## config.mk

```make
export PLATFORM = sky130hd
export DESIGN_NAME = approx_rc_adder_pipe
export DESIGN_NICKNAME = d
export VERILOG_FILES = /design/src/rtl/approx_rc_adder_pipe.sv
export SDC_FILE = /design/constraint.sdc
export NUM_CORES = 1
export LEC_CHECK = 0
export CAP_MARGIN = 20
export CORE_MARGIN = 2
export CORE_UTILIZATION = 40
export CTS_BUF_LIST = sky130_fd_sc_hd__clkbuf_16
export DETAILED_ROUTE_END_ITERATION = 7
export MAX_ROUTING_LAYER = met4
export PLACE_DENSITY = 0.95
export SKIP_CTS_REPAIR_TIMING = 1
export SLEW_MARGIN = 20
export SYNTH_ARGS = -nofsm -noshare
export SYNTH_HDL_FRONTEND = slang
export SYNTH_SLANG_ARGS = --single-unit
export TNS_END_PERCENT = 50
```

## constraint.sdc

```tcl
create_clock -name clk -period 9.34 [get_ports clk]
set_input_delay 2.802 -clock clk [delete_from_list [all_inputs] [get_ports clk]]
set_output_delay 2.802 -clock clk [all_outputs]
set_load 0.1 [all_outputs]
```

## src/rtl/approx_rc_adder_pipe.sv

```systemverilog
// approx_rc_adder_pipe: streaming ripple-carry adder whose low APPROX bit
// positions can use an approximate cell (S = A, Cout = B). The carry chain is
// cut into CHUNK-bit segments with one register stage per segment, giving a
// latency of WIDTH/CHUNK cycles under a global valid/ready stall.
// Optional feature macro: APPROX_RC_ERR_STAT_EN builds an exact-sum shadow
// pipeline and saturating error statistics (err_cnt, err_abs_sum).
module approx_rc_adder_pipe #(
  parameter int WIDTH  = 8,
  parameter int APPROX = 4,
  parameter int CHUNK  = 4,
  parameter int STAT_W = 32
) (
  input  logic              clk,
  input  logic              rst_n,
  input  logic              in_valid,
  output logic              in_ready,
  input  logic [WIDTH-1:0]  IN1,
  input  logic [WIDTH-1:0]  IN2,
  input  logic              approx_en,
  output logic              out_valid,
  input  logic              out_ready,
  output logic [WIDTH:0]    Out,
  input  logic              stat_clr,
  output logic [STAT_W-1:0] err_cnt,
  output logic [STAT_W-1:0] err_abs_sum
);

  localparam int L = WIDTH / CHUNK;

  if (WIDTH % CHUNK != 0) begin : g_chk_chunk
    $error("approx_rc_adder_pipe: WIDTH must be a multiple of CHUNK");
  end
  if (APPROX > WIDTH) begin : g_chk_approx
    $error("approx_rc_adder_pipe: APPROX must not exceed WIDTH");
  end

  // One CHUNK-wide ripple segment; base is the absolute position of bit 0.
  function automatic logic [CHUNK:0] add_seg(input logic [CHUNK-1:0] a,
                                             input logic [CHUNK-1:0] b,
                                             input logic cin,
                                             input logic ae,
                                             input int base);
    logic             c;
    logic [CHUNK-1:0] s;
    c = cin;
    s = '0;
    for (int j = 0; j < CHUNK; j++) begin
      if (ae && ((base + j) < APPROX)) begin
        s[j] = a[j];
        c    = b[j];
      end else begin
        s[j] = a[j] ^ b[j] ^ c;
        c    = (a[j] & b[j]) | (a[j] & c) | (b[j] & c);
      end
    end
    return {c, s};
  endfunction

  // Global stall: every stage moves together when the output slot is free.
  logic adv;
  assign adv      = out_ready || !out_valid;
  assign in_ready = adv;

  for (genvar k = 0; k < L; k++) begin : g_stage
    // Operand bits still to be added; the current segment sits at the LSBs.
    localparam int RW = WIDTH - k * CHUNK;

    logic [RW-1:0]    a_d, b_d;
    logic [WIDTH-1:0] s_d, s_next;
    logic             c_d, ae_d, vld_d;
    logic [CHUNK:0]   seg;
    logic [WIDTH-1:0] s_p;
    logic             c_p;
    logic             vld_p;

    if (k == 0) begin : g_src
      assign a_d   = IN1;
      assign b_d   = IN2;
      assign s_d   = '0;
      assign c_d   = 1'b0;
      assign ae_d  = approx_en;
      assign vld_d = in_valid;
    end else begin : g_src
      assign a_d   = g_stage[k-1].g_ops.a_p;
      assign b_d   = g_stage[k-1].g_ops.b_p;
      assign s_d   = g_stage[k-1].s_p;
      assign c_d   = g_stage[k-1].c_p;
      assign ae_d  = g_stage[k-1].g_ops.ae_p;
      assign vld_d = g_stage[k-1].vld_p;
    end

    assign seg = add_seg(a_d[CHUNK-1:0], b_d[CHUNK-1:0], c_d, ae_d, k * CHUNK);

    // Merge this segment's sum bits into the sum bits carried with the beat.
    always_comb begin
      s_next = s_d;
      s_next[k*CHUNK +: CHUNK] = seg[CHUNK-1:0];
    end

    // ---- stage k boundary: valid, partial sum, segment carry-out ----
    always_ff @(posedge clk) begin
      if (!rst_n) begin
        vld_p <= 1'b0;
        if (k == L - 1) begin
          s_p <= '0;
          c_p <= 1'b0;
        end
      end else if (adv) begin
        vld_p <= vld_d;
        s_p   <= s_next;
        c_p   <= seg[CHUNK];
      end
    end

    if (k < L - 1) begin : g_ops
      logic [RW-CHUNK-1:0] a_p, b_p;
      logic                ae_p;
      // Skew registers: upper operand bits and the mode flag ride with the beat.
      always_ff @(posedge clk) begin
        if (adv) begin
          a_p  <= a_d[RW-1:CHUNK];
          b_p  <= b_d[RW-1:CHUNK];
          ae_p <= ae_d;
        end
      end
    end

`ifdef APPROX_RC_ERR_STAT_EN
    logic [WIDTH:0] ex_d, ex_p;
    if (k == 0) begin : g_ex
      assign ex_d = {1'b0, IN1} + {1'b0, IN2};
    end else begin : g_ex
      assign ex_d = g_stage[k-1].ex_p;
    end
    // Exact reference sum travels in lockstep with the approximate result.
    always_ff @(posedge clk) begin
      if (adv) ex_p <= ex_d;
    end
`endif
  end

  assign Out       = {g_stage[L-1].c_p, g_stage[L-1].s_p};
  assign out_valid = g_stage[L-1].vld_p;

`ifdef APPROX_RC_ERR_STAT_EN
  localparam int AW = STAT_W + WIDTH + 2;

  // Clamp a widened accumulator back into STAT_W bits.
  function automatic logic [STAT_W-1:0] sat_acc(input logic [AW-1:0] x);
    if (x > AW'({STAT_W{1'b1}})) return '1;
    return x[STAT_W-1:0];
  endfunction

  logic [WIDTH:0] ex_out, diff;
  logic [AW-1:0]  acc_wide;
  logic           consume;

  assign ex_out   = g_stage[L-1].ex_p;
  assign diff     = (Out > ex_out) ? (Out - ex_out) : (ex_out - Out);
  assign acc_wide = AW'(err_abs_sum) + AW'(diff);
  assign consume  = out_valid && out_ready;

  // Error statistics: updated on consume, saturating, clear has priority.
  always_ff @(posedge clk) begin
    if (!rst_n || stat_clr) begin
      err_cnt     <= '0;
      err_abs_sum <= '0;
    end else if (consume && (diff != '0)) begin
      if (err_cnt != '1) err_cnt <= err_cnt + STAT_W'(1);
      err_abs_sum <= sat_acc(acc_wide);
    end
  end
`else
  logic unused_stat_clr;
  assign unused_stat_clr = stat_clr;
  assign err_cnt         = '0;
  assign err_abs_sum     = '0;
`endif

endmodule

```

Word level (Yosys, flattened, before mapping)
Cells that the tools add are included.
{"block": "word_totals", "ff_bits": 24, "latch_bits": 0, "ram_bits": 0, "rom_bits": 0, "in_bits": 22, "output_inout_bits": 75, "elab_cells": 70, "mem_count": 0}
{"block": "classes", "add_sub_neg": 0, "n_mul": 0, "div": 0, "magnitude_cmp": 0, "n_eq_ne": 0, "n_shift": 0, "n_mux": 8, "bitwise_logic": 51, "reduce_logical": 3}
{"operator": "$and A1 B1 Y1", "count": 22}
{"operator": "$xor A1 B1 Y1", "count": 15}
{"operator": "$or A1 B1 Y1", "count": 14}
{"operator": "$mux W1", "count": 8}
{"operator": "$reduce_and A2 Y1", "count": 1}
{"operator": "$logic_not A1 Y1", "count": 1}
{"operator": "$logic_or A1 B1 Y1", "count": 1}

Longest topological paths before layout
Gate-level depths: netlist of the first run.
{"block": "logic_depth", "depth_word": 14, "depth_mapped": 8, "depth_no_buf": 8}

Least setup slack after synthesis of the first run
Ideal clock, no wire load.
{"block": "synth_timing", "path_type": "input to output", "start": "input out_ready", "end": "output in_ready", "arrival_ps": 3197, "required_ps": 6538, "slack_ps": 3341, "stages": 3, "path_buffers": 1, "cell_sequence": "nor2b_2 buf_6 inv_6"}
{"block": "synth_via", "elab_chain_cells": 1}
{"element": "from (decl)", "line": "21", "source": "input logic out_ready,"}
{"element": "$logic_or A1 B1 Y1", "line": "61", "source": "assign adv = out_ready || !out_valid;"}
{"element": "to (decl)", "line": "16", "source": "output logic in_ready,"}
No other way between the ends.

Final worst setup path of the first run
Same ends and word-level chain as after synthesis.

==> metrics.yaml, run 1 <==
critical_path:
  crit_start: "out_ready"
  cp-end-kind: "primary output"
  critPathKind: "input pin to primary output"
  path_max_fanout: 12
  worst_path_most_repeated_cell: "clkdlybuf4s50_1"
  worst_ep_required_time_ns: 6.54
  reg2reg_to: "g_stage[1].s_p[7]"
  crit_family: "buffers and inverters"
  r2r_slack_ns: 7.14
  cpMaxStageDelayCell: "clkdlybuf4s50_1"
  cp.arrival_ns: 5.00
  startpoint_type: "input pin"
  cp_cell_sequence: "clkdlybuf4s50_1, nor2b_2, inv_6, clkdlybuf4s50_1"
  critical_path.n_buffers_inverters: 3
  reg2reg_from: "g_stage[0].c_p"
  cp_slowest_stage_delay_ns: 1.01
  r2r_cells: 8
min_path:
  min_path_type: "flop to flop"
  min_path_cells: 2
  min_from: "g_stage[0].vld_p"
  holdPathEnd: "g_stage[0].vld_p"
timing:
  layout_setup_ws_ns: 1.541
  skew_ns: 0.003240
  fmax_mhz: 128.2
  hold_viol_final: 0
  tightest_slew_ns: 0.9790
  setup_viol: 0
  timing.final.crit_share_pct: 83.50
  rsz0062_at_grt: "no"
  relSlewSlack_pct: 34.53
  slew_viol_final: 0
  fin_setup_tns_ns: 0
  period_needed_ns: 7.799
yosys:
  yosysWarningCount: 0
  synth_cell_type_count: 18
  synth_cells: 151
  avgSynthCellArea_sq_um: 10.71
  syn_area_sq_um: 1617
  ys_ff_latch: 24
  seq_area_frac_synth_pct: 37.77
cts:
  cts_buffers: 3
  cts.sinks: 24
  clk-insertion-delay-late_ns: 0.25
  clk_path_buf_depth: 2
  cts_root_buf: "clkbuf_16"
  htreeDepth: 1
  cts_tree: "done"
  cts.clk_slew.worst_paths_ns: 0.06
drt:
  dr.pass1.iters: 3
  drtAntennaViolNets: 0
  viasPerCell: 3.630
  routed_wl_mm: 2.085
  drt_iter0_markers: 37
  post_drt_wl_per_cell_um: 9.065
  vias: 835
  route.detailed.drc: 0
power:
  power_density_nw_per_um2: 227.4
  ir_worst_vdd_mv: 0.09640
  cellLeakagePower_nw: 0.8014
floorplan:
  dieWidth_um: 67.57
  core_area_sq_um: 3943
  initial_core_util_pct: 41.00
  die_area_sq_um: 4566
  fp.dieH_um: 67.57
  rows: 23
  io_pins: 97
placement:
  dp_hpwl_mm: 1.691
  dp_slack_ns: 1.527
  dp_cells: 226
  placed_cell_area_sq_um: 1712
  io_buffers: 31
  routabilityCongestion: 0.6935
status:
  status: "finished clean"
cells_and_area:
  fin_nets: 211
  instances_no_fill: 230
  syn_to_final_growth_pct: 10.76
  drive_gt1_share_pct: 7.222
  num-fill-cells: 360
  diodes: 0
  utilization_pct: 45.41
  post-route-cell-area_sq_um: 1790
global_route:
  grt_pass1_vias: 654
  overflow: 0
  grtUsageTotal_pct: 8.953
  grt_max_degree: 17
  grt_pass1_wl_mm: 2.835
  antenna_found_initial: 0
flow_run:
  max_cap_viol_count: 0
-- cell families after synthesis --
family | count (synthesis) | synth area share [%]
buffers and inverters | 80 | 34.68
flip-flops | 24 | 37.77
AND/OR/NAND/NOR | 19 | 5.418
multiplexers | 15 | 9.675
adder cells (fa/ha/maj) | 8 | 9.442
AO/OA/AOI/OAI | 4 | 2.787
other | 1 | 0.2320
-- power breakdown --
group | internal (W) | switching (W) | leakage [nW] | total (W)
combinational | 0.0000266 | 0.000164 | 0.539 | 0.000191
clock | 0.0000571 | 0.0000333 | 0.0385 | 0.0000904
sequential | 0.000122 | 0.00000416 | 0.224 | 0.000126
-- worst register-to-register path, cell delays in order (launching register included) --
cell and delay, ns:
edfxtp_1 0.36, inv_1 0.11, fa_1 0.19, inv_1 0.05
fa_1 0.37, fa_1 0.37, inv_1 0.08, fa_1 0.42
a211oi_2 0.17
-- metrics by stage --
step                      power (W)  hold WS [ns]
final                     0.0004072        0.4609
after global routing      0.0004205        0.4866
after CTS                 0.0004093        0.4669
after detailed placement  0.0003189        0.4590
after global placement    0.0003166        0.4487
after floorplan           0.0003177        0.4383
-- cell usage after synthesis --
| library cell | n | area [sq um] |
|---|---|---|
| nor3b_1 | 3 | 22.52 |
| mux2_2 | 5 | 56.30 |
| inv_6 | 1 | 8.760 |
| nor2b_2 | 1 | 8.760 |
| mux2i_1 | 10 | 100.1 |
| ha_1 | 1 | 12.51 |
| conb_1 | 1 | 3.750 |
| buf_4 | 65 | 488.0 |
| a211oi_2 | 3 | 37.54 |
| buf_2 | 3 | 15.01 |
| o21a_1 | 1 | 7.510 |
| nor2_1 | 1 | 3.750 |
| nand2_1 | 14 | 52.55 |
| dfxtp_1 | 11 | 220.2 |
| buf_6 | 1 | 11.26 |
| fa_1 | 7 | 140.1 |
| inv_1 | 10 | 37.54 |
| edfxtp_1 | 13 | 390.4 |
-- flip-flops by register name (all words and copies together) (netlist names) --
| register | flops |
|---|---|
| g_stage.s_p | 12 |
| g_stage.g_ops.a_p | 4 |
| g_stage.g_ops.b_p | 4 |
| g_stage.c_p | 2 |
| g_stage.vld_p | 1 |
| out_valid | 1 |
-- metal layers --
layer / track usage (%) / routed length, um / vias to the layer above
li1: - / - / 408
met1: 7.588 / 669 / 377
met2: 16.67 / 1149 / 46
met3: 3.000 / 220 / 4
met4: 5.357 / 45 / 0
met5: - / 0 / -
-- layout make-up --
type | instances | area (sq um) | share of cell area [%]
timing repair buffer | 31 | 310.3 | 17.33
multi-input combinational | 110 | 681.9 | 38.09
tap | 50 | 62.56 | 3.494
clock buffer | 3 | 75.07 | 4.193
inverter | 11 | 46.29 | 2.586
sequential | 24 | 610.6 | 34.10
clock inverter | 1 | 3.754 | 0.2096
-- layout by cell type, fill, tap and decap left out, types with 3 or more instances in the layout --
cell type and n:
dfxtp_1 11, mux2i_1 10, fa_1 7, conb_1 64, clkdlybuf4s50_1 31, nor3b_1 3, clkbuf_16 3, nand2_1 14
mux2_2 5, inv_1 10, edfxtp_1 13, a211oi_2 3
-- worst max path at each step --
stage / to / slack (ns) / depth (start not counted)
2_1_floorplan: in_ready / 3.34 / 3
3_3_place_gp: in_ready / 1.56 / 4
3_5_place_dp: in_ready / 1.53 / 4
4_1_cts: in_ready / 1.52 / 4
5_1_grt: in_ready / 1.43 / 4
6_report: in_ready / 1.54 / 4
No activity file was read; power rests on OpenSTA's default activity.
==> run 2, diff against run 1 <==
--- a/config.mk
+++ b/config.mk
@@ -7,11 +7,11 @@
 export LEC_CHECK = 0
 export CAP_MARGIN = 20
 export CORE_MARGIN = 2
-export CORE_UTILIZATION = 40
+export CORE_UTILIZATION = 38
 export CTS_BUF_LIST = sky130_fd_sc_hd__clkbuf_16
 export DETAILED_ROUTE_END_ITERATION = 7
 export MAX_ROUTING_LAYER = met4
-export PLACE_DENSITY = 0.95
+export PLACE_DENSITY = 0.91
 export SKIP_CTS_REPAIR_TIMING = 1
 export SLEW_MARGIN = 20
 export SYNTH_ARGS = -nofsm -noshare
==> constraint.sdc (replaced) <==
create_clock -name clk -period 8.1 [get_ports clk]
set_input_delay 2.43 -clock clk [delete_from_list [all_inputs] [get_ports clk]]
set_output_delay 2.43 -clock clk [all_outputs]
set_load 0.1 [all_outputs]
==> metrics.yaml, run 2 (synthesis gave the netlist of run 1 again) <==
floorplan:
  dieWidth_um: 69.23  # was 67.57 um
  core_area_sq_um: 4058  # was 3943 sq um
  initial_core_util_pct: 39.84  # was 41.00%
  rows: 23  # unchanged
  die_area_sq_um: 4792  # was 4566 sq um
  fp.dieH_um: 69.23  # was 67.57 um
  io_pins: 97  # unchanged
cells_and_area:
  mostFrequentLayoutCells: "conb_1, clkdlybuf4s50_1, nand2_1"  # unchanged
  num-fill-cells: 389  # was 360
  post-route-cell-area_sq_um: 1798  # was 1790 sq um
  syn_to_final_growth_pct: 11.22  # was 10.76%
  final_common_cell: "conb_1"  # unchanged
  fin_nets: 212  # was 211
  drive_gt1_share_pct: 7.735  # was 7.222%
  largest_reg_flops: 12  # unchanged
  multiInputGateArea_sq_um: 681.9  # unchanged
  diodes: 0  # unchanged
  top_regs: "g_stage.s_p (12), g_stage.g_ops.a_p (4), g_stage.g_ops.b_p (4)"  # unchanged
  regArea_sq_um: 610.6  # unchanged
  top_register: "g_stage.s_p"  # unchanged
drt:
  post_drt_wl_per_cell_um: 9.260  # was 9.065 um
  drt_iter0_markers: 17  # was 37
  wl_met2_mm: 1.150  # was 1.149 mm
  vias: 846  # was 835
  met3_length_um: 199  # was 220 um
  dr.pass1.iters: 4  # was 3
  drtAntennaViolNets: 0  # unchanged
  viasPerCell: 3.662  # was 3.630
  route.detailed.drc: 0  # unchanged
  routed_wl_mm: 2.139  # was 2.085 mm
  wl_met1_um: 751  # was 669 um
  highest_layer: "met4"  # unchanged
critical_path:
  cp-end-kind: "primary output"  # unchanged
  critPathKind: "input pin to primary output"  # unchanged
  critical_path.n_buffers_inverters: 4  # was 3
  crit_family: "buffers and inverters"  # unchanged
  cpMaxStageDelayCell: "clkdlybuf4s50_1"  # unchanged
  cp.arrival_ns: 4.48  # was 5.00 ns
  worst_ep_required_time_ns: 5.67  # was 6.54 ns
  path_max_fanout: 12  # unchanged
  worst_path_most_repeated_cell: "clkdlybuf4s50_1"  # unchanged
  startpoint_type: "input pin"  # unchanged
  cp_cell_sequence: "clkdlybuf4s50_1, nor2b_2, buf_4, inv_6, clkdlybuf4s50_1"  # was clkdlybuf4s50_1, nor2b_2, inv_6, clkdlybuf4s50_1
  cp_slowest_stage_delay_ns: 1.14  # was 1.01 ns
timing:
  relSlewSlack_pct: 35.07  # was 34.53%
  hold_viol_final: 0  # unchanged
  fin_setup_tns_ns: 0  # unchanged
  period_needed_ns: 6.913
  rsz0062_at_grt: "no"  # unchanged
  slew_viol_final: 0  # unchanged
  tightest_slew_ns: 0.9710  # was 0.9790 ns
  setup_viol: 0  # unchanged
  fmax_mhz: 144.7
  skew_ns: 0.001755  # was 0.003240 ns
  timing.final.crit_share_pct: 85.34
cts:
  cts_buffers: 3  # unchanged
  clk-insertion-delay-late_ns: 0.25  # about the same
  cts.sinks: 24  # unchanged
  htreeDepth: 1  # unchanged
  cts.clk_slew.worst_paths_ns: 0.06  # about the same
  clk_path_buf_depth: 2  # unchanged
  cts_tree: "done"  # unchanged
  cts_root_buf: "clkbuf_16"  # unchanged
flow_run:
  max_cap_viol_count: 0  # unchanged
placement:
  placed_cell_area_sq_um: 1719  # was 1712 sq um
  dp_hpwl_mm: 1.790  # was 1.691 mm
  routabilityCongestion: 0.6858  # was 0.6935
  io_buffers: 31  # unchanged
power:
  ir_worst_vdd_mv: 0.08269  # was 0.09640 mV
  cellLeakagePower_nw: 0.8105  # was 0.8014 nW
  power_density_nw_per_um2: 260.6  # was 227.4 nW/um^2
global_route:
  grt_pass1_vias: 818  # was 654
  grtUsageTotal_pct: 9.470  # was 8.953%
  grt_pass1_wl_mm: 3.539  # was 2.835 mm
  grt_max_degree: 17  # unchanged
  overflow: 0  # unchanged
  antenna_found_initial: 0  # unchanged
min_path:
  min_path_type: "flop to flop"  # unchanged
status:
  status: "finished clean"  # unchanged
==> run 2: changes by cell type in the layout (fill, tap and decap cells not counted) <==
cell      before  now
inv_1         10   11
buf_4          0    1
clkinv_1       1    0
==> run 2: layout make-up <==
type	instances	share of cell area, %
well taps	50	3.479
flip-flops and latches	24	33.96
clock buffers	3	4.175
multi-input cells	110	37.93
clock inverters	1	0.2088
inverters	11	2.575
repair buffers	32	17.68
==> run 2: worst register-to-register path, cell delays in order, from the launching register on <==
cell and delay [ns]:
edfxtp_1 0.35, inv_1 0.09, fa_1 0.18, inv_1 0.05, fa_1 0.38, fa_1 0.38, inv_1 0.08, fa_1 0.43
a211oi_2 0.19
==> run 2: report_power, final <==
| group | total [W] | internal, W | switching, W | leakage, nW |
|---|---|---|---|---|
| clock network | 0.000102 | 0.0000657 | 0.0000361 | 0.0423 |
| registers | 0.000146 | 0.000141 | 0.00000483 | 0.224 |
| logic | 0.000221 | 0.0000313 | 0.000190 | 0.544 |
==> run 2: per-layer routing <==
| metal | track usage (%) | vias to the layer above |
|---|---|---|
| met2 | 16.24 | 49 |
| met3 | 2.471 | 4 |
| met5 | - | - |
| met4 | 5.229 | 0 |
| met1 | 9.862 | 384 |
| li1 | - | 409 |
==> run 2: final timing paths <==
check	endpoint	from	cells past startpoint	slack, ns
setup / recovery	in_ready	out_ready	5	1.19
hold / removal	out_valid	g_stage[0].vld_p	1	0.47
setup reg to reg	g_stage[1].s_p[7]	g_stage[0].c_p	8	5.90
hold reg to reg	out_valid	g_stage[0].vld_p	1	0.47
==> run 2: stage by stage <==
stage | total power, W | hold WS [ns] | util [%] | setup WS [ns] | instances
6_report | 0.0004685 | 0.4657 | 44.31 | 1.187 | 231
4_1_cts | 0.0004719 | 0.4688 | 44.31 | 1.171 | 231
3_5_place_dp | 0.0003691 | 0.4566 | 42.37 | 1.173 | 227
5_1_grt | 0.0004856 | 0.4860 | 44.31 | 1.111 | 231
3_3_place_gp | 0.0003651 | 0.4475 | 42.37 | 1.182 | 227
2_1_floorplan | 0.0003663 | 0.4383 | - | 2.845 | 214
==> run 3, diff against run 2 <==
--- a/config.mk
+++ b/config.mk
@@ -10,7 +10,6 @@
 export CORE_UTILIZATION = 38
 export CTS_BUF_LIST = sky130_fd_sc_hd__clkbuf_16
 export DETAILED_ROUTE_END_ITERATION = 7
-export MAX_ROUTING_LAYER = met4
 export PLACE_DENSITY = 0.91
 export SKIP_CTS_REPAIR_TIMING = 1
 export SLEW_MARGIN = 20
==> metrics.yaml, run 3 (synthesis gave the netlist of run 1 again) <==
cells_and_area:
  mostFrequentLayoutCells: "conb_1, clkdlybuf4s50_1, nand2_1"  # unchanged
  diodes: 0  # unchanged
  final_common_cell: "conb_1"  # unchanged
  drive_gt1_share_pct: 7.735  # unchanged
  syn_to_final_growth_pct: 11.22  # unchanged
  top_regs: "g_stage.s_p (12), g_stage.g_ops.a_p (4), g_stage.g_ops.b_p (4)"  # unchanged
  fin_nets: 212  # unchanged
  num-fill-cells: 389  # unchanged
  top_register: "g_stage.s_p"  # unchanged
  largest_reg_flops: 12  # unchanged
status:
  status: "finished clean"  # unchanged
critical_path:
  path_max_fanout: 12  # unchanged
  critPathKind: "input pin to primary output"  # unchanged
  cp.arrival_ns: 4.48  # about the same
  r2r_slack_ns: 5.90  # about the same
  cp-end-kind: "primary output"  # unchanged
  r2r_cells: 8  # unchanged
  worst_ep_required_time_ns: 5.67  # about the same
  startpoint_type: "input pin"  # unchanged
drt:
  routed_wl_mm: 2.139  # unchanged
  vias: 846  # unchanged
  route.detailed.drc: 0  # unchanged
  post_drt_wl_per_cell_um: 9.260  # unchanged
  drtAntennaViolNets: 0  # unchanged
  viasPerCell: 3.662  # unchanged
  drt_iter0_markers: 17  # unchanged
  dr.pass1.iters: 4  # unchanged
global_route:
  grtUsageTotal_pct: 9.208  # was 9.470%
  overflow: 0  # unchanged
  grt_pass1_wl_mm: 3.539  # unchanged
  grt_max_degree: 17  # unchanged
  antenna_found_initial: 0  # unchanged
  grt_pass1_vias: 818  # unchanged
power:
  cellLeakagePower_nw: 0.8105  # unchanged
  power.switching_w: 0.0002308  # about the same
  pwr-share-clk_pct: 21.7  # about the same
  ir_worst_vdd_mv: 0.08269  # about the same
  swShare_pct: 49.27  # about the same
  power_density_nw_per_um2: 260.6  # about the same
  p_seq_share_pct: 31.1  # about the same
  power.share.combinational_pct: 47.2  # about the same
  power.internal_w: 0.0002377  # unchanged
  total_power_w: 0.0004685  # about the same
cts:
  cts_tree: "done"  # unchanged
  htreeDepth: 1  # unchanged
  cts.clk_slew.worst_paths_ns: 0.06  # about the same
  clk-insertion-delay-late_ns: 0.25  # about the same
  cts_buffers: 3  # unchanged
  cts.sinks: 24  # unchanged
  clk_path_buf_depth: 2  # unchanged
  cts_root_buf: "clkbuf_16"  # unchanged
floorplan:
  io_pins: 97  # unchanged
  rows: 23  # unchanged
  initial_core_util_pct: 39.84  # unchanged
  core_area_sq_um: 4058  # unchanged
  dieWidth_um: 69.23  # unchanged
  die_area_sq_um: 4792  # unchanged
  fp.dieH_um: 69.23  # unchanged
timing:
  fin_setup_tns_ns: 0  # unchanged
  setup_viol: 0  # unchanged
  whs_ns: 0.4657  # unchanged
  tightest_slew_ns: 0.9710  # unchanged
  timing.final.crit_share_pct: 85.34  # unchanged
  hold_viol_final: 0  # unchanged
  rsz0062_at_grt: "no"  # unchanged
  slew_viol_final: 0  # unchanged
  relSlewSlack_pct: 35.07  # unchanged
  skew_ns: 0.001755  # unchanged
  period_needed_ns: 6.913  # unchanged
  fmax_mhz: 144.7  # unchanged
min_path:
  min_path_cells: 1  # unchanged
  min_path_type: "flop to flop"  # unchanged
flow_run:
  max_cap_viol_count: 0  # unchanged
placement:
  io_buffers: 31  # unchanged
  dp_hpwl_mm: 1.790  # unchanged
  routabilityCongestion: 0.6789  # was 0.6858
-- run 3: per-stage QoR --
stage | instance area, sq um | utilization, % | worst slack, ns | instances
final | 1798 | 44.31 | 1.187 | 231
after global routing | 1798 | 44.31 | 1.111 | 231
after CTS | 1798 | 44.31 | 1.171 | 231
after detailed placement | 1719 | 42.37 | 1.173 | 227
after global placement | 1719 | 42.37 | 1.182 | 227
after floorplan | 1853 | - | 2.845 | 214
-- run 3: path summary, 6_finish.rpt --
| check | from | endpoint |
|---|---|---|
| min | g_stage[0].vld_p | out_valid |
| max | out_ready | in_ready |
| max reg2reg | g_stage[0].c_p | g_stage[1].s_p[7] |
| min reg2reg | g_stage[0].vld_p | out_valid |
-- run 3: area by class of cell --
cell class	count	area (sq um)	share of cell area (%)
multi-input cells	110	681.9	37.93
clock inverters	1	3.754	0.2088
repair buffers	32	317.8	17.68
clock buffers	3	75.07	4.175
well taps	50	62.56	3.479
inverters	11	46.29	2.575
flip-flops and latches	24	610.6	33.96
-- run 3: worst max-delay path: stages --
cell and delay [ns]:
clkdlybuf4s50_1 0.53, nor2b_2 0.06, buf_4 0.19, inv_6 0.12, clkdlybuf4s50_1 1.14
-- run 3: power groups by stage --
stage | Combinational, W | Clock [W] | Sequential, W
4_1_cts | 0.000221 | 0.000105 | 0.000146
2_1_floorplan | 0.000182 | 0 | 0.000184
3_5_place_dp | 0.000221 | 0 | 0.000148
6_report | 0.000221 | 0.000102 | 0.000146
5_1_grt | 0.000228 | 0.000110 | 0.000147
3_3_place_gp | 0.000218 | 0 | 0.000148
-- run 3: per-layer routing --
metal | vias up | track usage, % | part of all wire, % | wire (um)
met5 | - | 0 | 0 | 0
met4 | 0 | 5.229 | 1.8 | 38
met3 | 4 | 3.052 | 11 | 228
met2 | 49 | 16.24 | 54 | 1149
met1 | 384 | 9.493 | 34 | 722
li1 | 409 | - | - | -
